### config.mk
export PLATFORM = sky130hd
export DESIGN_NAME = lsu_flat
export DESIGN_NICKNAME = d
export VERILOG_FILES = /design/src/rtl/lsu_if.sv /design/src/rtl/lsu.sv /design/src/flat_wrapper.sv
export SDC_FILE = /design/constraint.sdc
export NUM_CORES = 1
export LEC_CHECK = 0
export CAP_MARGIN = 20
export CORE_UTILIZATION = 30
export DETAILED_ROUTE_END_ITERATION = 8
export GPL_ROUTABILITY_DRIVEN = 0
export PLACE_DENSITY = 0.64
export RECOVER_POWER = 50
export SYNTH_ARGS = -nofsm -noshare
export SYNTH_HDL_FRONTEND = slang
export SYNTH_SLANG_ARGS = --single-unit
### constraint.sdc
create_clock -name clk -period 10.4 [get_ports clk]
set_clock_uncertainty 0.1 [all_clocks]
set_input_delay 3.12 -clock clk [delete_from_list [all_inputs] [get_ports clk]]
set_output_delay 3.12 -clock clk [all_outputs]
set_load 0.01 [all_outputs]
### src/rtl/lsu_if.sv
// Data-memory handshake bus between the load/store unit and memory.
// Requests are held until ack; read data is valid with ack.
interface lsu_if;
  logic        mem_req;
  logic        mem_we;
  logic [31:0] mem_addr;
  logic [3:0]  mem_be;
  logic [31:0] mem_wdata;
  logic        mem_ack;
  logic [31:0] mem_rdata;

  modport master (
    output mem_req,
    output mem_we,
    output mem_addr,
    output mem_be,
    output mem_wdata,
    input  mem_ack,
    input  mem_rdata
  );

  modport slave (
    input  mem_req,
    input  mem_we,
    input  mem_addr,
    input  mem_be,
    input  mem_wdata,
    output mem_ack,
    output mem_rdata
  );
endinterface

### src/rtl/lsu.sv
// Memory-stage load/store unit: one bus transaction per op,
// byte-lane steering, load extension, error and timeout reporting.
module lsu #(
  parameter int unsigned TIMEOUT_CYCLES = 255
) (
  input  logic        clk,
  input  logic        rst,
  input  logic        req_valid,
  input  logic        req_we,
  input  logic [2:0]  req_funct3,
  input  logic [31:0] req_addr,
  input  logic [31:0] req_wdata,
  output logic        stall,
  output logic        rsp_valid,
  output logic [1:0]  rsp_err,
  output logic [31:0] rsp_rdata,
  lsu_if.master       mem
);

  localparam logic [1:0] IDLE = 2'd0;
  localparam logic [1:0] BUS  = 2'd1;
  localparam logic [1:0] RESP = 2'd2;

  logic [1:0]  state;
  logic [31:0] cnt;
  logic [2:0]  f3_q;
  logic [1:0]  off_q;
  logic        we_q;
  logic [31:0] addr_q;
  logic [3:0]  be_q;
  logic [31:0] wd_q;

  logic        legal;
  logic        misal;
  logic [1:0]  size;
  logic [3:0]  be_d;
  logic [31:0] wd_d;
  logic [7:0]  byte_v;
  logic [15:0] half_v;
  logic [31:0] ld_v;
  logic        tmo;

  assign size = req_funct3[1:0];

  always_comb begin
    legal = 1'b0;
    unique case (req_funct3)
      3'b000, 3'b001, 3'b010: legal = 1'b1;
      3'b100, 3'b101:         legal = !req_we;
      default:                legal = 1'b0;
    endcase
  end

  assign misal = ((size == 2'b01) && req_addr[0]) ||
                 ((size == 2'b10) && (req_addr[1:0] != 2'b00));

  always_comb begin
    be_d = 4'b0000;
    wd_d = req_wdata;
    unique case (1'b1)
      size == 2'b00: begin
        be_d = 4'b0001 << req_addr[1:0];
        wd_d = {4{req_wdata[7:0]}};
      end
      size == 2'b01: begin
        be_d = req_addr[1] ? 4'b1100 : 4'b0011;
        wd_d = {2{req_wdata[15:0]}};
      end
      size == 2'b10: begin
        be_d = 4'b1111;
        wd_d = req_wdata;
      end
      default: begin
        be_d = 4'b0000;
        wd_d = req_wdata;
      end
    endcase
  end

  assign byte_v = mem.mem_rdata[{off_q, 3'b000} +: 8];
  assign half_v = mem.mem_rdata[{off_q[1], 4'b0000} +: 16];

  always_comb begin
    ld_v = mem.mem_rdata;
    unique case (f3_q)
      3'b000:  ld_v = {{24{byte_v[7]}}, byte_v};
      3'b001:  ld_v = {{16{half_v[15]}}, half_v};
      3'b100:  ld_v = {24'h0, byte_v};
      3'b101:  ld_v = {16'h0, half_v};
      default: ld_v = mem.mem_rdata;
    endcase
  end

  // A zero parameter never aborts
  assign tmo = (TIMEOUT_CYCLES != 0) &&
               (cnt == TIMEOUT_CYCLES - 1);

  always_ff @(posedge clk or posedge rst) begin
    if (rst) begin
      state     <= IDLE;
      cnt       <= '0;
      f3_q      <= '0;
      off_q     <= '0;
      we_q      <= 1'b0;
      addr_q    <= '0;
      be_q      <= '0;
      wd_q      <= '0;
      rsp_err   <= 2'b00;
      rsp_rdata <= '0;
    end else begin
      unique case (state)
        IDLE: begin
          if (req_valid) begin
            if (legal && !misal) begin
              state  <= BUS;
              cnt    <= '0;
              f3_q   <= req_funct3;
              off_q  <= req_addr[1:0];
              we_q   <= req_we;
              addr_q <= {req_addr[31:2], 2'b00};
              be_q   <= be_d;
              wd_q   <= wd_d;
            end else begin
              state     <= RESP;
              rsp_err   <= legal ? 2'b01 : 2'b10;
              rsp_rdata <= '0;
            end
          end
        end
        BUS: begin
          if (mem.mem_ack) begin
            state     <= RESP;
            rsp_err   <= 2'b00;
            rsp_rdata <= we_q ? 32'h0 : ld_v;
          end else if (tmo) begin
            state     <= RESP;
            rsp_err   <= 2'b11;
            rsp_rdata <= '0;
          end else begin
            cnt <= cnt + 32'd1;
          end
        end
        RESP:    state <= IDLE;
        default: state <= IDLE;
      endcase
    end
  end

  assign mem.mem_req   = (state == BUS);
  assign mem.mem_we    = we_q;
  assign mem.mem_addr  = addr_q;
  assign mem.mem_be    = be_q;
  assign mem.mem_wdata = wd_q;

  assign rsp_valid = (state == RESP);
  assign stall     = ((state == IDLE) && req_valid) ||
                     (state == BUS);

endmodule
### src/flat_wrapper.sv
// flat-port wrapper written by rule: the top's interface ports become plain ports
module lsu_flat 
#(
  parameter int unsigned TIMEOUT_CYCLES = 255
)
  (clk, rst, req_valid, req_we, req_funct3, req_addr, req_wdata, stall, rsp_valid, rsp_err, rsp_rdata, mem_mem_req, mem_mem_we, mem_mem_addr, mem_mem_be, mem_mem_wdata, mem_mem_ack, mem_mem_rdata);
  lsu_if mem_i ();
  input  logic clk;
  input  logic rst;
  input  logic req_valid;
  input  logic req_we;
  input  logic [2:0] req_funct3;
  input  logic [31:0] req_addr;
  input  logic [31:0] req_wdata;
  output logic stall;
  output logic rsp_valid;
  output logic [1:0] rsp_err;
  output logic [31:0] rsp_rdata;
  output wire logic [$bits(mem_i.mem_req)-1:0] mem_mem_req;
  output wire logic [$bits(mem_i.mem_we)-1:0] mem_mem_we;
  output wire logic [$bits(mem_i.mem_addr)-1:0] mem_mem_addr;
  output wire logic [$bits(mem_i.mem_be)-1:0] mem_mem_be;
  output wire logic [$bits(mem_i.mem_wdata)-1:0] mem_mem_wdata;
  input wire logic [$bits(mem_i.mem_ack)-1:0] mem_mem_ack;
  input wire logic [$bits(mem_i.mem_rdata)-1:0] mem_mem_rdata;
  assign mem_mem_req = mem_i.mem_req;
  assign mem_mem_we = mem_i.mem_we;
  assign mem_mem_addr = mem_i.mem_addr;
  assign mem_mem_be = mem_i.mem_be;
  assign mem_mem_wdata = mem_i.mem_wdata;
  assign mem_i.mem_ack = mem_mem_ack;
  assign mem_i.mem_rdata = mem_mem_rdata;
  lsu #(.TIMEOUT_CYCLES(TIMEOUT_CYCLES)) u_core (.clk(clk), .rst(rst), .req_valid(req_valid), .req_we(req_we), .req_funct3(req_funct3), .req_addr(req_addr), .req_wdata(req_wdata), .stall(stall), .rsp_valid(rsp_valid), .rsp_err(rsp_err), .rsp_rdata(rsp_rdata), .mem(mem_i));
endmodule
==> impl_metrics.yaml <==
status:
  status: "finished with violations"
  violations: "capacitance limit, slew limit"
timing:
  min_period_over_period: 0.738
  max_freq_mhz: 130
  fin_ws_ns: 2.73
  drv_slew: 143
  hold_ws_ns: 0.362
  hold_viol: 0
  rsz0062_at_grt: "false"
  worst_slew_pin_slew_ns: 3.20
  max_slew_margin: -1.15
  setup_violations: 0
  finalSetupTns_ns: 0
  fin_crit_ns: 7.67
hold_path:
  min_delay_worst_endpoint: "u_core.rsp_rdata[5]"
  holdCritPathClass: "reg2reg"
  holdCritStartpoint: "u_core.rsp_rdata[5]"
  whs_path_depth: 2
global_route:
  antenna_found_initial: 0
  grt_pass1_wl_um: 30400
  use_met3: 0.0539
  grt_remaining_overflow: 0
  grt.busiest_layer: "met2"
  grt_use_met1: 0.224
  grt_use_met2: 0.269
  grt_max_degree: 78
  grt_pass1_vias: 5790
  track_usage: 0.170
setup_path:
  cp.required_ns: 7.18
  reg2regPathDepth: 5
  end_kind: "primary output"
  crit_path_start_kind: "input pin"
  r2r-end: "u_core.cnt[15]"
  crit_fanout: 3
  critPathKind: "in2out"
  r2r_setup_slack_ns: 7.52
  cp.arrival_ns: 4.45
  r2r-start: "u_core.state[0]"
logic_synthesis:
  async_flop_share: 1.00
  synth_edf_count: 0
  netlist_area_mm2: 0.00668
  synth_ff_type: "dfrtp_1"
  synth_warnings: 0
  synth_area_per_cell_um2: 9.24
  synthCells: 723
  seq_area_frac_synth: 0.524
  yosysUniqueCellTypes: 52
  synth-seq-cells: 140
finish:
  finalNetCount: 1018
  syn_to_final_growth_pct: 43.8
  drive_above_1_share: 0.0552
  fillers: 2107
  fin_cells: 1204
  antenna_cells: 0
route:
  route.detailed.drc: 0
  avgRoutedWirePerCell_um: 16.0
  drtIter0Drc: 296
  routed_via_density: 4.87
  finalWirelength_um: 19200
  via_count: 5868
  ant_nets: 0
  drtPass1Iterations: 6
floorplan:
  die_w_um: 151
  initial_utilization: 0.306
  die_h_um: 151
  fp-row-count: 54
  pin_count: 210
  die-area_mm2: 0.0229
  core_area_mm2: 0.0218
clock_tree:
  clkLatencyLatePin_ns: 0.42
  clk_path_buf_depth: 2
  cts.sinks: 140
  cts_resized: 0
  cts_buffers: 17
  cts_root_buf: "clkbuf_16"
  cts_tree: "yes"
  ctsHtreeMaxLevel: 4
  hold_buffers: 0
  post_cts_buffers: 0
  clkSlewWorstSetupHoldPaths_ns: 0.06
placed_design:
  post-place-ws_ns: 2.72
  port_buffers: 207
  hpwlAfterDp_um: 12900
  post-place-cells: 1172
power_and_ir_drop:
  swShare: 0.329
  switching_power_uw: 676
  vdd_drop_max_mv: 0.107
  clockPowerShare: 0.297
  comb_power_share: 0.316
  p_int_mw: 1.38
  p_leak_nw: 4.45
  p_total_mw: 2.06
  power.density_mw_per_mm2: 214
  seqPwrFrac: 0.387
job:
  maxCapViolCount: 2
## sequential cells by signal, indices dropped and copies added (netlist names)
signal / flops
u_core.mem.mem_we: 1
u_core.mem.mem_addr: 30
u_core.mem.mem_wdata: 32
u_core.cnt: 32
u_core.f3_q: 3
u_core.rsp_err: 2
u_core.state: 2
u_core.mem.mem_be: 4
u_core.rsp_rdata: 32
u_core.off_q: 2
## area by class of cell
class                   instances  area [um2]  area share
flip-flops and latches        140        3500       0.365
well taps                     280         350      0.0365
repair buffers                217        2140       0.223
clock buffers                  19         443      0.0461
clock inverters                12         140      0.0146
multi-input cells             528        2990       0.312
inverters                       8        31.3     0.00326
## power groups by stage
| stage | combinational, mW | sequential, mW | clock, mW |
|---|---|---|---|
| after CTS | 0.710 | 0.803 | 0.626 |
| after global placement | 0.701 | 0.804 | 0 |
| after detailed placement | 0.707 | 0.808 | 0 |
| after floorplan | 0.259 | 0.844 | 0 |
| after global routing | 0.718 | 0.818 | 0.648 |
| final | 0.650 | 0.795 | 0.610 |
## synthesized netlist by cell type (3+ instances only)
cell      number  area, um2
and4_1         3       26.3
xnor2_1        7       61.3
nor2b_1        4       25.0
nor3b_1        9       67.6
mux2i_1       32        320
nor2_1        33        124
nand2_1      195        732
nand3_1       14       70.1
or3_1         11       68.8
clkbuf_1      39        146
o21ai_0       53        265
nor4_1         5       31.3
a32o_1         8       80.1
o221ai_1       7       61.3
buf_2          5       25.0
dfrtp_1      140       3500
inv_1          8       30.0
and3_1        10       62.6
o31ai_1        3       22.5
or4_1          4       30.0
a22o_1        17        149
a21o_1         4       30.0
nand4_1        5       31.3
a21oi_1       42        210
nand2b_1      28        175
## layout by cell type (no fill, tap or decap), drive strengths merged, types with 3 or more instances in the layout
| cell type | n |
|---|---|
| a21o | 4 |
| a21oi | 42 |
| a22o | 17 |
| a32o | 8 |
| and3 | 10 |
| and4 | 3 |
| buf | 9 |
| clkbuf | 20 |
| clkdlybuf4s50 | 104 |
| clkinv | 4 |
| clkinvlp | 4 |
| dfrtp | 140 |
| dlygate4sd3 | 103 |
| inv | 10 |
| mux2i | 32 |
| nand2 | 195 |
| nand2b | 28 |
| nand3 | 14 |
| nand4 | 5 |
| nor2 | 33 |
| nor2b | 4 |
| nor3b | 9 |
| nor4 | 5 |
| o21ai | 55 |
| o221ai | 7 |
| o31ai | 3 |
| or3 | 11 |
| or4 | 4 |
| xnor2 | 7 |
## per-layer routing
layer | vias up | share of wire
met2 | 157 | 0.47
met1 | 2817 | 0.46
li1 | 2882 | -
met3 | 12 | 0.064
met5 | - | 0
met4 | 0 | 0.0073
## worst max-delay path by stage
stage | to | slack (ns) | from
floorplan | u_core.cnt[0] | 3.43 | rst
global placement | stall | 2.72 | req_valid
detailed placement | stall | 2.72 | req_valid
CTS | stall | 2.71 | req_valid
global route | u_core.cnt[13] | 2.48 | rst
finish | stall | 2.73 | req_valid
## cells by family (layout without fill, tap and decap cells)
| family | Yosys count | in the layout | synth area share |
|---|---|---|---|
| AOI/OAI and AO/OA | 151 | 151 | 0.143 |
| xor gates and xnor gates | 9 | 9 | 0.0118 |
| adders and majority gates | 2 | 2 | 0.00374 |
| buffers and inverters | 56 | 256 | 0.0335 |
| DFF | 140 | 140 | 0.524 |
| muxes | 36 | 36 | 0.0580 |
| other | 1 | 2 | 0.000561 |
| and+or+nand+nor | 328 | 328 | 0.225 |
## through the flow
| stage | area (um2) | utilization |
|---|---|---|
| floorplan | 6690 | - |
| global placement | 9020 | 0.413 |
| detailed placement | 9020 | 0.413 |
| CTS | 9610 | 0.440 |
| global route | 9610 | 0.440 |
| finish | 9610 | 0.440 |
## critical path, stage by stage
cell	delay [ns]
clkdlybuf4s50_1	0.50
nor2_1	0.05
nor2_1	0.20
clkdlybuf4s50_1	0.58
Power figures use the tool's default switching activity.
